### src/rtl/mult_share_arb.sv
// mult_share_arb -- round-robin scheduler sharing one pipelined multiplier
// among NUM_REQ requesters.
//
// One operand pair is granted per cycle, registered into the external
// multiplier, and its requester ID travels down a tag pipeline whose depth
// equals the multiplier latency. The product is then routed back to its
// requester.
//
// Ports:
//   clk, rst        system clock, synchronous active-high reset
//   en              grant enable; in-flight work still completes when low
//   req_valid       per-requester operand valid
//   req_ready       one-hot grant (combinational)
//   req_a, req_b    flattened operands, requester i at [(i+1)*W-1 -: W]
//   mult_in_valid   operands valid to the multiplier
//   mult_a, mult_b  multiplier operands
//   mult_p          multiplier product, MULT_LAT cycles after mult_in_valid
//   rsp_valid       one-hot result valid
//   rsp_id          requester index of the current result
//   rsp_data        product
//   busy            any transfer in flight
//
// Optional build macro MULT_SHARE_STATS_EN adds:
//   grant_cnt       NUM_REQ x 16-bit saturating transfer counters
//   idle_cnt        16-bit saturating count of enabled cycles without transfer

`ifndef WIDTH_DATA
`define WIDTH_DATA 16
`endif

module mult_share_arb #(
  parameter int unsigned NUM_REQ    = 4,
  parameter int unsigned MULT_LAT   = 3,
  parameter int unsigned WIDTH_DATA = `WIDTH_DATA,
  parameter int unsigned ID_W       = $clog2(NUM_REQ)
) (
  input  logic                          clk,
  input  logic                          rst,
  input  logic                          en,
  input  logic [NUM_REQ-1:0]            req_valid,
  output logic [NUM_REQ-1:0]            req_ready,
  input  logic [NUM_REQ*WIDTH_DATA-1:0] req_a,
  input  logic [NUM_REQ*WIDTH_DATA-1:0] req_b,
  output logic                          mult_in_valid,
  output logic [WIDTH_DATA-1:0]         mult_a,
  output logic [WIDTH_DATA-1:0]         mult_b,
  input  logic [2*WIDTH_DATA-1:0]       mult_p,
  output logic [NUM_REQ-1:0]            rsp_valid,
  output logic [ID_W-1:0]               rsp_id,
  output logic [2*WIDTH_DATA-1:0]       rsp_data,
  output logic                          busy
`ifdef MULT_SHARE_STATS_EN
  ,
  output logic [NUM_REQ*16-1:0]         grant_cnt,
  output logic [15:0]                   idle_cnt
`endif
);

  logic [ID_W-1:0]                ptr;
  logic [ID_W-1:0]                grant;
  logic                           found;
  logic                           xfer;
  logic [WIDTH_DATA-1:0]          sel_a;
  logic [WIDTH_DATA-1:0]          sel_b;
  logic [ID_W-1:0]                issue_id;
  logic [MULT_LAT-1:0]            tag_v;
  logic [MULT_LAT-1:0][ID_W-1:0]  tag_id;
  logic [NUM_REQ-1:0]             rsp_onehot;

  // Rotating priority: the first pass only considers indices at or above
  // ptr; if none is valid the second pass takes the lowest valid index,
  // which is the wrap-around continuation of the search.
  always_comb begin
    grant = '0;
    found = 1'b0;
    for (int unsigned i = 0; i < NUM_REQ; i++) begin
      if (!found && req_valid[i] && (ID_W'(i) >= ptr)) begin
        found = 1'b1;
        grant = ID_W'(i);
      end
    end
    for (int unsigned i = 0; i < NUM_REQ; i++) begin
      if (!found && req_valid[i]) begin
        found = 1'b1;
        grant = ID_W'(i);
      end
    end
  end

  always_comb begin
    req_ready = '0;
    sel_a     = '0;
    sel_b     = '0;
    for (int unsigned i = 0; i < NUM_REQ; i++) begin
      if (!rst && en && found && (grant == ID_W'(i)))
        req_ready[i] = 1'b1;
      if (grant == ID_W'(i)) begin
        sel_a = req_a[i*WIDTH_DATA +: WIDTH_DATA];
        sel_b = req_b[i*WIDTH_DATA +: WIDTH_DATA];
      end
    end
  end

  assign xfer = |(req_valid & req_ready);

  always_comb begin
    rsp_onehot = '0;
    for (int unsigned i = 0; i < NUM_REQ; i++)
      rsp_onehot[i] = tag_v[MULT_LAT-1] && (tag_id[MULT_LAT-1] == ID_W'(i));
  end

  // Tag stage 0 is loaded from the issue register, so the tail lines up
  // with the cycle mult_p carries the matching product.
  always_ff @(posedge clk) begin
    if (rst) begin
      ptr           <= '0;
      mult_in_valid <= 1'b0;
      mult_a        <= '0;
      mult_b        <= '0;
      issue_id      <= '0;
      tag_v         <= '0;
      tag_id        <= '0;
      rsp_valid     <= '0;
      rsp_id        <= '0;
      rsp_data      <= '0;
    end else begin
      mult_in_valid <= xfer;
      if (xfer) begin
        ptr      <= (grant == ID_W'(NUM_REQ - 1)) ? '0 : grant + ID_W'(1);
        mult_a   <= sel_a;
        mult_b   <= sel_b;
        issue_id <= grant;
      end
      tag_v[0]  <= mult_in_valid;
      tag_id[0] <= issue_id;
      for (int unsigned k = 1; k < MULT_LAT; k++) begin
        tag_v[k]  <= tag_v[k-1];
        tag_id[k] <= tag_id[k-1];
      end
      rsp_valid <= rsp_onehot;
      if (tag_v[MULT_LAT-1]) begin
        rsp_id   <= tag_id[MULT_LAT-1];
        rsp_data <= mult_p;
      end
    end
  end

  assign busy = mult_in_valid | (|tag_v) | (|rsp_valid);

`ifdef MULT_SHARE_STATS_EN
  always_ff @(posedge clk) begin
    if (rst) begin
      grant_cnt <= '0;
      idle_cnt  <= '0;
    end else begin
      for (int unsigned i = 0; i < NUM_REQ; i++) begin
        if (req_valid[i] && req_ready[i] && (grant_cnt[i*16 +: 16] != 16'hFFFF))
          grant_cnt[i*16 +: 16] <= grant_cnt[i*16 +: 16] + 16'd1;
      end
      if (en && !xfer && (idle_cnt != 16'hFFFF))
        idle_cnt <= idle_cnt + 16'd1;
    end
  end
`endif

endmodule

### config.mk
export PLATFORM = sky130hd
export DESIGN_NAME = mult_share_arb
export DESIGN_NICKNAME = d
export VERILOG_FILES = /design/src/rtl/mult_share_arb.sv
export SDC_FILE = /design/constraint.sdc
export NUM_CORES = 1
export LEC_CHECK = 0
export CORE_MARGIN = 4
export CORE_UTILIZATION = 39
export CTS_CLUSTER_SIZE = 16
export DETAILED_ROUTE_END_ITERATION = 7
export PLACE_DENSITY = 0.82
export SLEW_MARGIN = 10
export SYNTH_ARGS = -nofsm -noshare
export SYNTH_HDL_FRONTEND = slang
export SYNTH_SLANG_ARGS = --single-unit
### constraint.sdc
create_clock -name clk -period 3.4 [get_ports clk]
set_input_delay 0.51 -clock clk [delete_from_list [all_inputs] [get_ports clk]]
set_output_delay 0.51 -clock clk [all_outputs]
set_load 0.05 [all_outputs]
==> results of run 1 <==
-- power breakdown --
part / internal (uW) / total (uW) / switching (uW)
clock network: 284 / 630 / 347
logic: 410 / 901 / 491
registers: 1020 / 1050 / 24.8
total: 1720 / 2580 / 863
-- worst register-to-register path, cell delays in order, from the launching register on --
cell and delay (ns):
dfxtp_1 0.47, nor2b_1 0.10, a21oi_1 0.13, o22ai_1 0.10
a21oi_2 0.21, inv_1 0.11, ha_1 0.27, a222oi_1 0.36
o21ai_2 0.11, and2_4 0.34, mux2_1 0.39
-- what timing repair did --
action / in CTS / in global routing
gates resized for setup: 0 / 1
buffers inserted: 0 / 0
setup endpoints to repair: 0 / 1
-- kinds of logic (layout without fill, tap and decap cells) --
| kind of cell | after synthesis | count (layout) |
|---|---|---|
| flip-flops | 84 | 84 |
| AND/OR/NAND/NOR | 127 | 127 |
| AO/OA/AOI/OAI | 173 | 173 |
| adder cells (fa/ha/maj) | 3 | 3 |
| buffers and inverters | 57 | 276 |
| multiplexers | 35 | 35 |
-- cells in the final DEF, fill, tap and decap left out, drive strengths merged, types with 10 or more instances in the layout --
cell	instances
clkdlybuf4s50	237
dfxtp	84
a21oi	68
nand2	63
nor2	38
mux2i	33
o221ai	32
a311oi	32
o21ai	31
buf	18
nor2b	11
clkbuf	10
-- synthesized netlist by cell type (2+ instances only) --
cell      instances
nor3_1            2
dfxtp_1          84
mux2_1            2
nor4_1            3
o22ai_1           3
a221o_1           3
a311oi_1          3
nor2b_1          11
a21oi_1          67
nand2b_1          3
clkbuf_1         38
a211oi_1          2
and2_1            4
o221ai_1         32
buf_6             5
buf_2             4
o21ai_0          29
o21ai_2           2
buf_1             4
nand2_1          63
mux2i_1          33
nor2_1           37
inv_1             5
a311oi_2         29
ha_1              3
-- registers in the layout (all words and copies together) (netlist names) --
name and cells:
tag_id 6, rsp_id 2, rsp_valid 4, ptr 2, mult_a 16, mult_in_valid 1
tag_v 3, mult_b 16, rsp_data 32, issue_id 2
-- layer usage --
layer,vias to the layer above,GRT usage (%)
met5,-,0
met4,0,8.33
met3,34,8.63
met2,234,38.8
met1,2049,23.5
li1,2197,-
-- worst max path at each step --
stage	from	endpoint	slack, ns
finish	req_valid[0]	req_ready[0]	0.24
global route	req_valid[0]	req_ready[0]	0.1
CTS	req_valid[0]	req_ready[0]	0.21
detailed placement	req_valid[0]	issue_id[1]	-0.006
global placement	req_valid[1]	issue_id[0]	0.14
floorplan	req_valid[0]	issue_id[0]	0.72
-- cell type report --
class,count,area [um^2]
clock buffers,10,138
clock inverters,5,37.5
fillers,832,3480
inverters,6,22.5
multi-input cells,338,2300
flip-flops and latches,84,1680
well taps,136,170
repair buffers,255,2580
-- per-stage QoR --
stage                     hold slack, ns  total power [uW]
after detailed placement           0.425              1970
after global placement             0.417              1960
after floorplan                    0.414              1590
after CTS                          0.445              2600
final                              0.439              2580
after global routing               0.456              2710
==> flow_metrics.env, run 1 <==
export IMPL_die_h_um=112
export IMPL_area_delta_synth_final_pct=64.1
export IMPL_holdBufCountCts=0
export IMPL_rrSetupSlack_ns=0.69
export IMPL_drcViolationCount=0
export IMPL_antenna_left=0
export IMPL_rsz0062_at_grt="no"
export IMPL_wire_per_inst_um=17.5
export IMPL_synthAdderAreaFrac_pct=0.889
export IMPL_final_nets=864
export IMPL_start_util_pct=40.6
export IMPL_relSlewSlack_pct=35.1
export IMPL_synth_top_family_by_area="compound AO/OA/AOI/OAI gates"
export IMPL_cpPeakStageDelay_ns=0.55
export IMPL_holdCritPathClass="register to register"
export IMPL_cp_slowest_cell="clkdlybuf4s50_1"
export IMPL_grt_pass1_vias=4540
export IMPL_layout_setup_ws_ns=0.239
export IMPL_drive_gt1_share_pct=10.5
export IMPL_portBuffers=242
export IMPL_yosys_warnings=0
export IMPL_cts_clk_slew_worst_paths_ns=0.09
export IMPL_vdd_ir_drop_worst_mv=0.218
export IMPL_final_core_util_pct=66.5
export IMPL_skew_ns=0.0103
export IMPL_muxShareOfSynthArea_pct=8.35
export IMPL_outcome="complete, no violations"
export IMPL_cp_start_kind="input port"
export IMPL_dr_pass1_iters=4
export IMPL_maxSlewViolCount=0
export IMPL_endpoint_kind="output pin"
export IMPL_final_cells=834
export IMPL_ys_types=33
export IMPL_vias=4514
export IMPL_holdPathEnd="tag_id[3]"
export IMPL_numPlacedInstances=819
export IMPL_drt_wl_total_um=14600
export IMPL_setup_tns_final_ns=0
export IMPL_wl_met1_um=5640
export IMPL_max_cap_viol_count=0
export IMPL_hp_start="tag_id[1]"
export IMPL_clkSinkCount=84
export IMPL_synth_top_flop_cell="dfxtp_1"
export IMPL_syn_cell_area_um2=4220
export IMPL_regToRegStartpoint="ptr[0]"
export IMPL_synth_area_leaders="dfxtp_1 40%, a311oi_2 10%, a21oi_1 7.9%, mux2i_1 7.8%, o221ai_1 6.6%"
export IMPL_drtIter0Drc=316
export IMPL_power_density_nw_per_um2=372
export IMPL_cp_num_cells=9
export IMPL_path_common_cell="buf_4"
export IMPL_coreArea_um2=10400
export IMPL_synth_cells=479
export IMPL_period_share_pct=93.0
export IMPL_worst_path_max_fanout=31
export IMPL_row_count=37
export IMPL_cts_tree="built"
export IMPL_grt_pass1_wl_um=22200
export IMPL_final_cell_area_um2=6930
export IMPL_p_leak_uw=0.00230
export IMPL_seq_area_frac_synth_pct=39.8
export IMPL_clk_path_buf_depth=2
export IMPL_grt_overflow_total=0
export IMPL_synth_simple_area_share_pct=13.2
export IMPL_synth_top_cell_by_area="dfxtp_1"
export IMPL_routed_top_layer="met4"
export IMPL_die_area_um2=12600
export IMPL_antenna_found_initial=0
export IMPL_reg2regPathDepth=10
export IMPL_setup_violations=0
export IMPL_synth_seq_cells=84
export IMPL_clock_latency_ns=0.34
export IMPL_met2RoutedLength_um=7000
export IMPL_grt_usage_pct=21.9
export IMPL_hold_viol=0
export IMPL_hold_depth=1
export IMPL_timing_critical_path_buf_inv=4
export IMPL_yosys_area_share_xor_xnor_pct=0
export IMPL_place_area_um2=6750
export IMPL_die_w_um=112
export IMPL_place_hpwl_um=11300
export IMPL_diodes=0
export IMPL_synth_compound_area_share_pct=31.7
export IMPL_pre_cts_ws_ns=-0.00560
export IMPL_vias_per_cell=5.41
export IMPL_cp_arrival_ns=2.65
export IMPL_setup_worst_path_class="input port to output pin"
export IMPL_period_minus_slack_ns=3.16
export IMPL_fmax_ghz=0.316
export IMPL_htree_levels=3
export IMPL_rr_endpoint="issue_id[1]"
export IMPL_crit_required_ns=2.89
export IMPL_root_buffer="clkbuf_8"
export IMPL_cts_buffers=9
export IMPL_place_congestion=0.839
export IMPL_io_pins=243
export IMPL_synth_edf_count=0
export IMPL_path_cells="clkdlybuf4s50_1, buf_4, a21o_1, a21oi_1, o22ai_1, ha_1, buf_4, and2_1, buf_12"
export IMPL_avgSynthCellArea_um2=8.82
export IMPL_synth_nets=649
export IMPL_synth_top_area_share_pct=39.8
export IMPL_critPathTopFamily="buffers and inverters"
export IMPL_met3_length_um=1510
export IMPL_synth_async_reset_ratio_pct=0
export IMPL_grt_start_max_net_pins=81
export IMPL_tightest_slew_ns=0.973
Power figures use the tool's default switching activity.
==> inputs of run 2 (changes only) <==
Settings changed: SKIP_CTS_REPAIR_TIMING from default to 1.
==> results of run 2 <==
No change in the layout: final DEF, timing and power equal those of run 1.
==> inputs of run 3 (changes only) <==
Settings changed: GPL_ROUTABILITY_DRIVEN from default to 0, GPL_TIMING_DRIVEN from default to 1.
==> results of run 3 <==
No change in the layout: final DEF, timing and power equal those of run 1.
